## src/rtl/nubus_cpu_bridge_if.sv

```systemverilog
// rtl/nubus_cpu_bridge_if.sv - processor request / NuBus master handshake bundle for nubus_cpu_bridge
// master drives requests and NuBus acknowledges; slave is the bridge itself.
interface nubus_cpu_bridge_if;
  logic        prc_valid;
  logic [31:0] prc_addr;
  logic [31:0] prc_wdata;
  logic [3:0]  prc_wstrb;
  logic        prc_lock;
  logic        prc_ready;
  logic [31:0] prc_rdata;
  logic        prc_err;

  logic        cpu_valid;
  logic [31:0] cpu_addr;
  logic [31:0] cpu_wdata;
  logic [3:0]  cpu_write;
  logic        cpu_lock;
  logic        cpu_ready;
  logic [31:0] cpu_rdata;

  modport master (
    output prc_valid, prc_addr, prc_wdata, prc_wstrb, prc_lock,
    output cpu_ready, cpu_rdata,
    input  prc_ready, prc_rdata, prc_err,
    input  cpu_valid, cpu_addr, cpu_wdata, cpu_write, cpu_lock
  );

  modport slave (
    input  prc_valid, prc_addr, prc_wdata, prc_wstrb, prc_lock,
    input  cpu_ready, cpu_rdata,
    output prc_ready, prc_rdata, prc_err,
    output cpu_valid, cpu_addr, cpu_wdata, cpu_write, cpu_lock
  );
endinterface

```

## src/rtl/nubus_cpu_bridge.sv

```systemverilog
// rtl/nubus_cpu_bridge.sv - single-outstanding processor-to-NuBus request bridge
// Optional request timeout enabled by defining NUBUS_BRIDGE_TIMEOUT_EN.
module nubus_cpu_bridge #(
  parameter int unsigned TIMEOUT_CYCLES = 255
) (
  input  logic               nub_clkn,
  input  logic               nub_resetn,
  nubus_cpu_bridge_if.slave  bus
);

  localparam logic [1:0] ST_IDLE = 2'd0;
  localparam logic [1:0] ST_REQ  = 2'd1;
  localparam logic [1:0] ST_RESP = 2'd2;

  if (TIMEOUT_CYCLES < 1 || TIMEOUT_CYCLES > 255) begin : g_bad_timeout
    $error("nubus_cpu_bridge: TIMEOUT_CYCLES out of range 1..255");
  end

  // NuBus state advances on the falling edge of the bus clock.
  logic nub_clk;
  assign nub_clk = ~nub_clkn;

  logic [1:0] state;

`ifdef NUBUS_BRIDGE_TIMEOUT_EN
  localparam logic [8:0] TIMEOUT_LIMIT = 9'(TIMEOUT_CYCLES);

  logic [7:0] tmo_cnt;
  logic [8:0] tmo_inc;
  logic       tmo_hit;
  logic       err_q;

  assign tmo_inc     = {1'b0, tmo_cnt} + 9'd1;
  assign tmo_hit     = (tmo_inc >= TIMEOUT_LIMIT);
  assign bus.prc_err = err_q;
`else
  assign bus.prc_err = 1'b0;
`endif

  always_ff @(posedge nub_clk or negedge nub_resetn) begin
    if (!nub_resetn) begin
      state         <= ST_IDLE;
      bus.cpu_valid <= 1'b0;
      bus.cpu_addr  <= 32'h0;
      bus.cpu_wdata <= 32'h0;
      bus.cpu_write <= 4'h0;
      bus.cpu_lock  <= 1'b0;
      bus.prc_ready <= 1'b0;
      bus.prc_rdata <= 32'h0;
`ifdef NUBUS_BRIDGE_TIMEOUT_EN
      tmo_cnt       <= 8'h0;
      err_q         <= 1'b0;
`endif
    end else begin
      case (state)
        ST_IDLE: begin
          bus.prc_ready <= 1'b0;
          if (bus.prc_valid) begin
            bus.cpu_addr  <= bus.prc_addr;
            bus.cpu_wdata <= bus.prc_wdata;
            bus.cpu_write <= bus.prc_wstrb;
            bus.cpu_lock  <= bus.prc_lock;
            bus.cpu_valid <= 1'b1;
            state         <= ST_REQ;
`ifdef NUBUS_BRIDGE_TIMEOUT_EN
            tmo_cnt       <= 8'h0;
`endif
          end
        end
        ST_REQ: begin
          // An acknowledge on the timeout edge still counts as a completion.
          if (bus.cpu_ready) begin
            bus.prc_rdata <= bus.cpu_rdata;
            bus.cpu_valid <= 1'b0;
            bus.prc_ready <= 1'b1;
            state         <= ST_RESP;
`ifdef NUBUS_BRIDGE_TIMEOUT_EN
            err_q         <= 1'b0;
`endif
          end
`ifdef NUBUS_BRIDGE_TIMEOUT_EN
          else begin
            if (tmo_cnt != 8'hFF) begin
              tmo_cnt <= tmo_inc[7:0];
            end
            if (tmo_hit) begin
              bus.prc_rdata <= 32'hFFFF_FFFF;
              bus.cpu_valid <= 1'b0;
              bus.prc_ready <= 1'b1;
              err_q         <= 1'b1;
              state         <= ST_RESP;
            end
          end
`endif
        end
        ST_RESP: begin
          // One dead cycle here gives the bus its turnaround before the next request.
          bus.prc_ready <= 1'b0;
          state         <= ST_IDLE;
        end
        default: begin
          bus.cpu_valid <= 1'b0;
          bus.prc_ready <= 1'b0;
          state         <= ST_IDLE;
        end
      endcase
    end
  end

endmodule

```

## src/flat_wrapper.sv

```systemverilog
// flat-port wrapper written by rule: the top's interface ports become plain ports
module nubus_cpu_bridge_flat 
#(
  parameter int unsigned TIMEOUT_CYCLES = 255
)
  (nub_clkn, nub_resetn, bus_prc_valid, bus_prc_addr, bus_prc_wdata, bus_prc_wstrb, bus_prc_lock, bus_cpu_ready, bus_cpu_rdata, bus_prc_ready, bus_prc_rdata, bus_prc_err, bus_cpu_valid, bus_cpu_addr, bus_cpu_wdata, bus_cpu_write, bus_cpu_lock);
  nubus_cpu_bridge_if bus_i ();
  input  logic nub_clkn;
  input  logic nub_resetn;
  input wire logic [$bits(bus_i.prc_valid)-1:0] bus_prc_valid;
  input wire logic [$bits(bus_i.prc_addr)-1:0] bus_prc_addr;
  input wire logic [$bits(bus_i.prc_wdata)-1:0] bus_prc_wdata;
  input wire logic [$bits(bus_i.prc_wstrb)-1:0] bus_prc_wstrb;
  input wire logic [$bits(bus_i.prc_lock)-1:0] bus_prc_lock;
  input wire logic [$bits(bus_i.cpu_ready)-1:0] bus_cpu_ready;
  input wire logic [$bits(bus_i.cpu_rdata)-1:0] bus_cpu_rdata;
  output wire logic [$bits(bus_i.prc_ready)-1:0] bus_prc_ready;
  output wire logic [$bits(bus_i.prc_rdata)-1:0] bus_prc_rdata;
  output wire logic [$bits(bus_i.prc_err)-1:0] bus_prc_err;
  output wire logic [$bits(bus_i.cpu_valid)-1:0] bus_cpu_valid;
  output wire logic [$bits(bus_i.cpu_addr)-1:0] bus_cpu_addr;
  output wire logic [$bits(bus_i.cpu_wdata)-1:0] bus_cpu_wdata;
  output wire logic [$bits(bus_i.cpu_write)-1:0] bus_cpu_write;
  output wire logic [$bits(bus_i.cpu_lock)-1:0] bus_cpu_lock;
  assign bus_i.prc_valid = bus_prc_valid;
  assign bus_i.prc_addr = bus_prc_addr;
  assign bus_i.prc_wdata = bus_prc_wdata;
  assign bus_i.prc_wstrb = bus_prc_wstrb;
  assign bus_i.prc_lock = bus_prc_lock;
  assign bus_i.cpu_ready = bus_cpu_ready;
  assign bus_i.cpu_rdata = bus_cpu_rdata;
  assign bus_prc_ready = bus_i.prc_ready;
  assign bus_prc_rdata = bus_i.prc_rdata;
  assign bus_prc_err = bus_i.prc_err;
  assign bus_cpu_valid = bus_i.cpu_valid;
  assign bus_cpu_addr = bus_i.cpu_addr;
  assign bus_cpu_wdata = bus_i.cpu_wdata;
  assign bus_cpu_write = bus_i.cpu_write;
  assign bus_cpu_lock = bus_i.cpu_lock;
  nubus_cpu_bridge #(.TIMEOUT_CYCLES(TIMEOUT_CYCLES)) u_core (.nub_clkn(nub_clkn), .nub_resetn(nub_resetn), .bus(bus_i));
endmodule
```

## config.mk

```make
export PLATFORM = sky130hd
export DESIGN_NAME = nubus_cpu_bridge_flat
export DESIGN_NICKNAME = d
export VERILOG_FILES = /design/src/rtl/nubus_cpu_bridge_if.sv /design/src/rtl/nubus_cpu_bridge.sv /design/src/flat_wrapper.sv
export SDC_FILE = /design/constraint.sdc
export NUM_CORES = 1
export LEC_CHECK = 0
export ABC_AREA = 1
export CAP_MARGIN = 40
export CORE_AREA = 10 10 139 141
export CTS_BUF_LIST = sky130_fd_sc_hd__clkbuf_8
export DETAILED_ROUTE_END_ITERATION = 7
export DIE_AREA = 0 0 149 151
export GPL_ROUTABILITY_DRIVEN = 0
export HOLD_SLACK_MARGIN = 0.1
export PLACE_DENSITY = 0.61
export SLEW_MARGIN = 20
export SYNTH_ARGS = -nofsm -noshare
export SYNTH_HDL_FRONTEND = slang
export SYNTH_SLANG_ARGS = --single-unit
export TNS_END_PERCENT = 10
```

## constraint.sdc

```tcl
create_clock -name nub_clkn -period 1 [get_ports nub_clkn]
set_input_delay 0.15 -clock nub_clkn [delete_from_list [all_inputs] [get_ports nub_clkn]]
set_output_delay 0.15 -clock nub_clkn [all_outputs]
set_load 0.02 [all_outputs]
```

==> results.ini <==
[clocking]
clockBufferDepth=2
clock_latency_ns=0.35
cts_tree=yes
cts_buffers=9
clk_pin_slew_ns=0.06
clkSinkCount=105
h-tree-depth=3
cts_root_buf=clkbuf_8

[route]
vias=3839
ant_nets=0
wl_per_cell_um=16.2
routed_wl_mm=14.6
drcViolationCount=0
dr.first_iter.drc_count=117
viasPerCell=4.27
dr.pass1.iters=4

[floorplan]
core-area_mm2=0.0165
initial_core_util_pct=24.7
ios=209
fp.dieH_um=151
die_w_um=149
fp.dieArea_mm2=0.0225
fp-row-count=47

[critical_path]
worst-path-stages=1
r2r_slack_ns=-0.28
crit_end=bus_prc_rdata[20]
start_kind=flip-flop
critical_path_buf_inv_count=1
cpPeakStageDelay_ns=0.46
worstSetupStartpoint=u_core.bus.prc_rdata[20]
crit_family=flip-flops
critPathRequiredTime_ns=0.85
r2r-start=u_core.state[0]
critical_path.endpoint_type=primary output
critPathMaxFanout=2
cp_slowest_cell=dfrtn_1
reg2reg_to=u_core.bus.cpu_addr[7]
reg2reg_depth=6
crit_chain=buf_6
arrival_ns=1.44
critPathKind=flip-flop to primary output

[job]
cap_violations=0

[sta]
fin_ws_ns=-0.593
setup_viol=207
finalMaxSlewViolations=0
rsz0062_at_grt=true
fin_skew_ns=0.00415
hold_violations=0

[finish]
utilization_pct=42.8
nNetsFinal=781
diodes=0
syn_to_final_growth_pct=73.2
drive_gt1_share_pct=24.7
final_cells=900

[global_route]
antenna_found_initial=0
globalRouteTotalUtil_pct=12.7
grt_pass1_vias=4219
grt-ovfl-total=0
grt_max_degree=42
grt_pass1_wl_mm=22.8

[pwr]
p_leak_nw=3.58
p_int_mw=12.8
power_frac_seq_pct=36.9
powerDensity_mw_per_mm2=2990
pwr-share-comb_pct=50.5
ir_worst_vdd_mv=1.39
power_frac_clock_pct=12.7
p_sw_mw=8.26
switching_share_pct=39.3

[synth]
ys_types=14
async_reset_ff_share_pct=100
ys_seq_area_share_pct=64.6
synthMuxAreaShare_pct=0
ys_top_cells_by_count=nand2_1, dfrtn_1, nand3_1
yosysTopAreaCell=dfrtn_1
synth_fa_ha_area_share_pct=0
synthTopCellsByArea=dfrtn_1, nand2_1, nand3_1
synth-compound-area-share_pct=0.246
syn_avg_cell_area_um2=9.00
synth-main-ff-cell=dfrtn_1
synth_area_mm2=0.00407
synth_xor_area_share_pct=0
synthesis.nets=557
synth_top_family_by_area=simple AND/OR/NAND/NOR gates
yosys_warnings=0
synth_seq_cells=105
synth_most_common_cell=nand2_1
synthSimpleGateAreaFrac_pct=31.2
postSynthCellCount=452
yosysTopAreaCellShare_pct=64.6
synth-edff-count=0

[placed_design]
dp.cells=880
hpwl_mm=11.1
io_buffers=207

[worst_hold_path]
worstHoldPathType=input pin to async pin

[run_status]
status=complete, but fails checks
violations=negative setup slack

worst min path at each step:
stage                                        start                       end  slack (ns)  depth (start not counted)
after floorplan                         nub_resetn    u_core.bus.cpu_addr[0]        0.25                          0
after global placement     u_core.bus.cpu_addr[14]   u_core.bus.cpu_addr[14]        0.41                          2
after detailed placement  u_core.bus.cpu_wdata[17]  u_core.bus.cpu_wdata[17]        0.42                          2
after CTS                               nub_resetn   u_core.bus.prc_rdata[5]        0.23                          2
after global routing                    nub_resetn   u_core.bus.prc_rdata[3]        0.23                          2
final                                   nub_resetn           u_core.state[1]        0.22                          2
per-layer routing:
layer,up-vias,wire length [um],GRT usage (%)
li1,1852,-,-
met1,1845,5830,14.3
met2,128,7370,22.0
met3,14,1150,4.65
met4,0,204,4.07
met5,-,0,0
layout by cell type (no fill, tap or decap), types with 2 or more instances in the layout:
cell type and count:
buf_12 9, buf_4 25, buf_6 104, clkbuf_8 11, clkdlybuf4s50_1 101, dfrtn_1 105
inv_1 5, nand2_1 236, nand3_1 59, nand3_2 10, nor2_1 2
power by group through the flow:
stage          logic (mW)  registers, mW  clock network, mW
2_1_floorplan        2.31           9.60                  0
3_3_place_gp         10.1           7.36                  0
3_5_place_dp         10.3           7.41                  0
4_1_cts              10.7           7.78               2.81
5_1_grt              11.4           7.99               2.99
6_report             10.6           7.76               2.67
flip-flops by register name (all words and copies together) (netlist names):
name,flops
u_core.bus.cpu_wdata,32
u_core.bus.prc_rdata,32
u_core.state,2
u_core.bus.cpu_valid,1
u_core.bus.cpu_write,4
u_core.bus.cpu_addr,32
u_core.bus.cpu_lock,1
u_core.bus.prc_ready,1
metrics by stage:
stage	hold WS (ns)	setup slack, ns	total power [mW]	instance area, um2	TNS, ns
after floorplan	0.246	-0.278	11.9	4190	-36.86
after global placement	0.413	-0.853	17.5	6650	-125.44
after detailed placement	0.417	-0.954	17.7	6650	-128.32
after CTS	0.229	-0.616	21.3	7020	-84.92
after global routing	0.229	-0.636	22.4	7050	-94.01
final	0.222	-0.593	21.0	7050	-80.56
area by class of cell:
type | count | area (um2)
Clock buffer | 11 | 151
Clock inverter | 4 | 45.0
Fill cell | 1586 | 9420
Inverter | 4 | 17.5
Multi-Input combinational cell | 314 | 1360
Sequential cell | 105 | 2630
Tap cell | 220 | 275
Timing Repair Buffer | 242 | 2570
cell families after synthesis:
logic type / after synthesis
and+or+nand+nor: 311
DFF: 105
buffers and inverters: 33
AOI/OAI and AO/OA: 2
other: 1
repair_timing:
item                                    in CTS  in global routing
resized for setup                          629                  6
hold buffers                                 1                  0
pin swaps                                    1                  0
cloned                                       0                  0
buffers inserted                             2                  2
endpoints found under the hold margin        6                  0
endpoints found under the setup margin     208                214
No activity file was read; power rests on OpenSTA's default activity.
